### config.mk
export PLATFORM = sky130hd
export DESIGN_NAME = code_conv_sched
export DESIGN_NICKNAME = d
export VERILOG_FILES = /design/src/rtl/code_conv_sched.sv
export SDC_FILE = /design/constraint.sdc
export NUM_CORES = 1
export LEC_CHECK = 0
export ABC_AREA = 1
export CAP_MARGIN = 10
export CORE_ASPECT_RATIO = 1.5
export CORE_MARGIN = 4
export CORE_UTILIZATION = 40
export CTS_CLUSTER_SIZE = 12
export DETAILED_ROUTE_END_ITERATION = 7
export GPL_TIMING_DRIVEN = 0
export PLACE_DENSITY = 0.64
export SYNTH_ARGS = -nofsm -noshare
export SYNTH_HDL_FRONTEND = slang
export SYNTH_SLANG_ARGS = --single-unit
### constraint.sdc
create_clock -name clk -period 2.1 [get_ports clk]
set_input_delay 0.525 -clock clk [delete_from_list [all_inputs] [get_ports clk]]
set_output_delay 0.525 -clock clk [all_outputs]
set_load 0.01 [all_outputs]
### src/rtl/code_conv_sched.sv
// Round-robin scheduler sharing one 4-bit code converter (bin/Gray, BCD/excess-3)
// among four requesters; one job in flight, result returned over valid/ack.
module code_conv_sched #(
  parameter int LAT   = 2,
  parameter int N_REQ = 4
) (
  input  logic        clk,
  input  logic        rst,
  input  logic [3:0]  req,
  input  logic [7:0]  req_mode,
  input  logic [15:0] req_data,
  output logic [3:0]  gnt,
  output logic        busy,
  output logic        resp_valid,
  output logic [1:0]  resp_id,
  output logic [3:0]  resp_data,
  output logic        resp_err,
  input  logic        resp_ack
);

  typedef enum logic [1:0] {IDLE, CONV, DONE} state_t;

  state_t     r_state;
  state_t     w_next;
  logic [1:0] r_rr;
  logic [1:0] r_mode;
  logic [3:0] r_opnd;
  logic [3:0] r_cnt;
  logic [1:0] w_winner;
  logic       w_found;
  logic [3:0] w_conv_data;
  logic       w_conv_err;

  // First set request at or above the rr pointer, wrapping modulo 4.
  always_comb begin
    w_found  = 1'b0;
    w_winner = r_rr;
    for (int k = 0; k < 4; k++) begin
      if (!w_found && req[2'(r_rr + 2'(k))]) begin
        w_found  = 1'b1;
        w_winner = 2'(r_rr + 2'(k));
      end
    end
  end

  always_comb begin
    w_next = r_state;
    case (r_state)
      IDLE:    if (|req) w_next = CONV;
      CONV:    if (r_cnt == 4'd0) w_next = DONE;
      DONE:    if (resp_ack) w_next = IDLE;
      default: w_next = IDLE;
    endcase
  end

  always_ff @(posedge clk) begin
    if (rst) r_state <= IDLE;
    else     r_state <= w_next;
  end

  // Invalid operands report an error with a zeroed result.
  always_comb begin
    w_conv_data = 4'd0;
    w_conv_err  = 1'b0;
    case (r_mode)
      2'b00: w_conv_data = r_opnd ^ {1'b0, r_opnd[3:1]};
      2'b01: w_conv_data = {r_opnd[3],
                            r_opnd[3] ^ r_opnd[2],
                            r_opnd[3] ^ r_opnd[2] ^ r_opnd[1],
                            r_opnd[3] ^ r_opnd[2] ^ r_opnd[1] ^ r_opnd[0]};
      2'b10: begin
        if (r_opnd <= 4'd9) w_conv_data = r_opnd + 4'd3;
        else                w_conv_err  = 1'b1;
      end
      default: begin
        if (r_opnd >= 4'd3 && r_opnd <= 4'd12) w_conv_data = r_opnd - 4'd3;
        else                                   w_conv_err  = 1'b1;
      end
    endcase
  end

  always_ff @(posedge clk) begin
    if (rst) begin
      gnt        <= 4'd0;
      busy       <= 1'b0;
      resp_valid <= 1'b0;
      resp_id    <= 2'd0;
      resp_data  <= 4'd0;
      resp_err   <= 1'b0;
      r_rr       <= 2'd0;
      r_mode     <= 2'd0;
      r_opnd     <= 4'd0;
      r_cnt      <= 4'd0;
    end else begin
      busy <= (w_next != IDLE);
      gnt  <= 4'd0;
      case (r_state)
        IDLE: begin
          if (|req) begin
            gnt     <= 4'b0001 << w_winner;
            r_mode  <= req_mode[{w_winner, 1'b0} +: 2];
            r_opnd  <= req_data[{w_winner, 2'b00} +: 4];
            resp_id <= w_winner;
            r_cnt   <= 4'(LAT - 1);
            r_rr    <= w_winner + 2'd1;
          end
        end
        CONV: begin
          if (r_cnt != 4'd0) begin
            r_cnt <= r_cnt - 4'd1;
          end else begin
            resp_data  <= w_conv_data;
            resp_err   <= w_conv_err;
            resp_valid <= 1'b1;
          end
        end
        DONE: begin
          if (resp_ack) resp_valid <= 1'b0;
        end
        default: ;
      endcase
    end
  end

endmodule

* Word-level counts from Yosys, hierarchy flattened *
Index checks and enable logic that the tools add are counted.

word-level totals
  flip-flop bits (word level) = 27
  latch bits = 0
  bits in writable memories = 0
  ROM bits = 0
  word-level logic and storage cells = 94
  memories = 0

cells by class
  add/sub/neg operators = 7
  multiply operators = 0
  div/mod/pow operators = 0
  magnitude comparators = 7
  eq/ne operators = 8
  shift operators = 3
  muxes and demuxes = 30
  bitwise logic cells = 7
  reductions and logical operators = 21

operators with widths
  cell                                                                                 count
  4-bit two-way mux                                                                    4
  16-bit by 5-bit variable part select with 4-bit output                               1
  2-bit by 3-bit less-than comparator with 1-bit output, second input constant         4
  2-bit two-way mux                                                                    6
  4-bit case mux with 3 select lines                                                   1
  1-bit two-way mux                                                                    11
  1-bit binary-select mux with 2-bit select                                            4
  4-bit <= comparator, second input constant                                           2
  2-bit inequality test, second input constant                                         4
  4-bit case mux with 2 select lines                                                   1
  8-bit by 4-bit variable part select with 2-bit output                                1
  2-bit case mux with 3 select lines                                                   1
  3-bit AND reduction                                                                  2
  2-bit nonzero test                                                                   3
  2-bit by 1-bit adder with 2-bit output, second input constant                        2
  2-bit adder, second input constant                                                   2
  4-bit by 2-bit adder with 4-bit output, second input constant                        1
  2-bit by 1-bit equality test with 1-bit output, second input constant                2
  2-bit equality test, second input constant                                           2
  4-bit by 2-bit greater-or-equal comparator with 1-bit output, second input constant  1
  1-bit logical AND                                                                    4
  2-bit zero test                                                                      2
  4-bit zero test                                                                      1
  1-bit case mux with 2 select lines                                                   2
  12 further kinds                                                                     19

* Logic depth before layout (Yosys ltp) *
  word-level depth = 13
  depth in mapped cells = 16

* Least setup slack after synthesis *
No wires, ideal clock.

  kind = input -> register
  start = input port req[3]
  end = register r_mode[0]
  arrival time = 1.505 ns
  slack = 0.475 ns
  stages on the path = 13
  cell sequence = nand2_1 nand3_2 nand2_4 nand2_2 inv_2 nand2_2 nand2_4 nand2_4 buf_12 nand2_2 nand2_1 nand3_1 nand3_1

on the way
  longest elaborated chain between the ends = 13
  elaborated cells on any way between the ends = 23
  those cells by class = shift (1); mux (14); reduce/logical (8)

ends and longest elaborated chain
  element                                                line  RTL
  from (decl)                                            9     input logic [3:0] req,
  1-bit binary-select mux with 2-bit select              39    if (!w_found && req[2'(r_rr + 2'(k))]) begin
  1-bit two-way mux (not written as such)                39
  1-bit two-way mux                                      39
  1-bit zero test                                        39
  1-bit logical AND                                      39
  1-bit two-way mux                                      39
  1-bit zero test                                        39
  1-bit logical AND                                      39
  1-bit two-way mux                                      39
  1-bit zero test                                        39
  1-bit logical AND                                      39
  2-bit two-way mux                                      39
  8-bit by 4-bit variable part select with 2-bit output  101   r_mode <= req_mode[{w_winner, 1'b0} +: 2];
  to (signal assigned)                                   101
  to (decl)                                              26    logic [1:0] r_mode;

Several ways; a longest one is shown, not always the timed one. The select of a mux whose other input is x is not followed.
A chain may end at the register's enable or synchronous reset.

* Final worst setup path *
  start = register r_opnd[2]
  end = register resp_data[3]

on the way
  longest elaborated chain between the ends = 4
  elaborated cells on any way between the ends = 9
  those cells by class = add/sub (2); order compare (3); mux (3); reduce/logical (1)

ends and longest elaborated chain
  element                                                                                              line  RTL
  from (decl)                                                                                          27    logic [3:0] r_opnd;
  from (signal assigned)                                                                               102   r_opnd <= req_data[{w_winner, 2'b00} +: 4];
  4-bit by 2-bit greater-or-equal comparator with 1-bit output or 4-bit <= comparator (tied branches)  76    if (r_opnd >= 4'd3 && r_opnd <= 4'd12) w_conv_data = r_opnd - 4'd3;
  1-bit logical AND                                                                                    76
  4-bit two-way mux                                                                                    76
  4-bit case mux with 3 select lines *                                                                 65    case (r_mode)
  to (signal assigned)                                                                                 112   resp_data <= w_conv_data;
  to (decl)                                                                                            16    output logic [3:0] resp_data,

Every way passes the cells marked *; elsewhere a longest branch is shown, timed or not.

==> metrics.md <==
| Metric | Value |
|---|---|
| Post-Syn Nets | `340` |
| Yosys cell types | `31` |
| Clock skew | `0.004063 ns` |
| CTS Buffer Depth | `2` |
| Area Overhead vs Synth | `29.07%` |
| Setup_tns | `0 ns` |
| Most frequent cells in the layout | `88 x nand2_1, 44 x nand3_1, 38 x clkdlybuf4s50_1` |
| Detailed Place HPWL | `3549 µm` |
| Antenna violations before repair | `0` |
| CP endpoint kind | `flip-flop` |
| Final WS setup | `0.2272 ns` |
| Worst hold path class | `reg -> reg` |
| Pwr/cell area | `1205 nW/µm²` |
| Top area cells in the synthesized netlist | `dfxtp_1 28%, nand2_1 17%, nand3_1 11%, ha_1 7.7%, inv_1 5.8%` |
| Final global-route overflow total | `0` |
| CTS tree | `done` |
| Yosys top cell area share | `0.2766` |
| Max IR drop VDD | `0.0006644 V` |
| Slowest CP cell | `dfxtp_1` |
| #FFs+latches synth | `27` |
| Critical Setup Path Class | `reg -> reg` |
| TritonRoute pass-1 iters | `4` |
| CP dominant cell by count | `inv_1` |
| Hold_buf cts | `0` |
| Max Cap Viol | `0` |
| # H-tree levels | `1` |
| Peak fanout along the critical path | `8` |
| Leading cell type in the layout, fill and taps excluded | `nand2_1` |
| Worst path bufs/invs | `2` |
| Clock Sinks | `27` |
| Startpoint Class | `flip-flop` |
| Num CTS Buffers | `3` |
| WL per Instance | `10.71 µm` |
| Post-route DRC violation count | `0` |
| Mapped Area | `1954 µm²` |
| Sequential share of the synthesized area | `0.2766` |
| DR vias | `1926` |
| DIE HEIGHT | `93.61 µm` |
| Fraction of layout cells with a size suffix above 1 | `0.1163` |
| Synthesis warning total | `0` |
| Core Region | `4617 µm²` |
| # IOs | `44` |
| Slew Viols, Final | `0` |
| # setup viols final | `0` |
| First-pass GRT wire length | `7362 µm` |
| Critical-path cell list | `inv_1 > ha_1 > nand2_1 > o21ai_0 > or2_2 > o221ai_1 > o211ai_1 > inv_1` |
| Die area | `6091 µm²` |
| Antenna cells | `0` |
| Worst stage delay on the critical path | `0.52 ns` |
| Final worst path period share | `0.8918` |
| Reg2reg setup slack | `0.23 ns` |
| Largest net degree at the start of global routing | `15` |
| Buffers added on ports | `42` |
| Placement Setup Slack | `-0.1648 ns` |
| Final hold vios | `0` |
| Outcome | `finished, final reports clean` |
| Number of global-route vias before repair | `1736` |
| Cells after Synth | `297` |
| Worst-Skew Late Latency | `0.26 ns` |
| Worst-Margin Slew | `0.5238 ns` |
| Total GRT Usage | `0.1455` |
| Initial core utilization | `0.4233` |
| Post-Syn Area per Cell | `6.580 µm²` |
| Crit path time final | `1.873 ns` |
| Top Family by Delay on Critical Path | `flip-flops` |
| Crit path DAT | `2.09 ns` |
| Static leakage power | `1.245 nW` |
| Nets | `388` |
| Area leader, netlist | `dfxtp_1` |
| Row count | `30` |
| Reg clk slew, reported paths | `0.09 ns` |
| Hold Worst Slack | `0.4639 ns` |
| Die Wd | `65.07 µm` |
| FMAX | `534.0 MHz` |
| Unrepaired setup endpoints after global routing | `false` |
| Routed Wire Length | `4370 µm` |
| Iter 0 DRT Violations | `58` |
| Slew HR | `0.6495` |
| Number of routed nets with antenna violations | `0` |
| Root Buffer | `clkbuf_8` |
| GPL Wtd Cong | `0.8431` |
| Vias per std cell | `4.721` |
| Worst path required time | `2.31 ns` |
-- worst reg2reg max path, stage by stage (launching register included) --
cell	delay (ns)
dfxtp_1	0.52
inv_1	0.18
ha_1	0.23
nand2_1	0.05
o21ai_0	0.11
or2_2	0.34
o221ai_1	0.22
o211ai_1	0.12
inv_1	0.06
-- per-stage QoR --
step / total power, W / utilization / area, µm² / std cells
after global placement: 0.002732 / 0.5317 / 2455 / 403
after detailed placement: 0.002748 / 0.5317 / 2455 / 403
after floorplan: 0.002219 / - / 1954 / 297
final: 0.003039 / 0.5463 / 2522 / 408
after global routing: 0.003352 / 0.5463 / 2522 / 408
after CTS: 0.003048 / 0.5415 / 2500 / 407
-- routing by layer --
metal	global-route usage	share of wire	up-vias
met5	0	0	-
met4	0.04152	0.0069	0
li1	-	-	1049
met3	0.01442	0.032	2
met1	0.1717	0.44	840
met2	0.2724	0.52	35
-- final cells by class --
class / instances / area, µm²
Clock buffer: 4 / 45.04
Sequential cell: 27 / 540.5
Tap cell: 64 / 80.08
Fill cell: 502 / 2095
Timing Repair Buffer: 43 / 437.9
Multi-Input combinational cell: 229 / 1219
Inverter: 33 / 126.4
Buffer: 8 / 73.82
-- power by group --
part           total (W)  internal [W]  switching (W)
combinational    0.00199      0.000818        0.00117
sequential      0.000768      0.000663       0.000105
clock           0.000285      0.000136       0.000149
-- cell families after synthesis --
logic type	count (synthesis)	synth area share
XOR/XNOR	5	0.02241
adder cells (fa/ha/maj)	12	0.07682
AND/OR/NAND/NOR	183	0.4379
buffers and inverters	41	0.1024
flip-flops	27	0.2766
AO/OA/AOI/OAI	29	0.08387
-- synthesized netlist by cell type (all sizes together) --
| cell | n |
|---|---|
| nor3 | 5 |
| nand4 | 2 |
| o21ai | 10 |
| o22ai | 1 |
| inv | 33 |
| or2 | 2 |
| o211ai | 2 |
| nand3 | 46 |
| dfxtp | 27 |
| clkbuf | 2 |
| nand2 | 110 |
| xor2 | 4 |
| xnor2 | 1 |
| o221ai | 1 |
| nor2 | 16 |
| a22oi | 1 |
| ha | 12 |
| a31oi | 2 |
| buf | 6 |
| a2bb2oi | 1 |
| nand3b | 2 |
| a21oi | 11 |
-- worst paths after layout --
path	start	end	cells after the start
setup / recovery	r_opnd[2]	resp_data[3]	8
hold / removal	resp_valid	resp_valid	2
setup reg to reg	r_opnd[2]	resp_data[3]	8
hold reg to reg	resp_valid	resp_valid	2
-- registers in the layout (all words and copies together) (netlist names) --
| name | count |
|---|---|
| r_opnd | 4 |
| r_state | 2 |
| resp_err | 1 |
| busy | 1 |
| r_mode | 2 |
| resp_id | 2 |
| r_rr | 2 |
| gnt | 4 |
| r_cnt | 4 |
| resp_data | 4 |
| resp_valid | 1 |
-- repair_timing --
| item | 4_1_cts | 5_1_grt |
|---|---|---|
| endpoints found under the hold margin | 0 | 0 |
| setup endpoints to repair | 0 | 9 |
| resized for setup | 0 | 6 |
| setup buffers | 0 | 1 |
(Power assumes the default switching activity.)
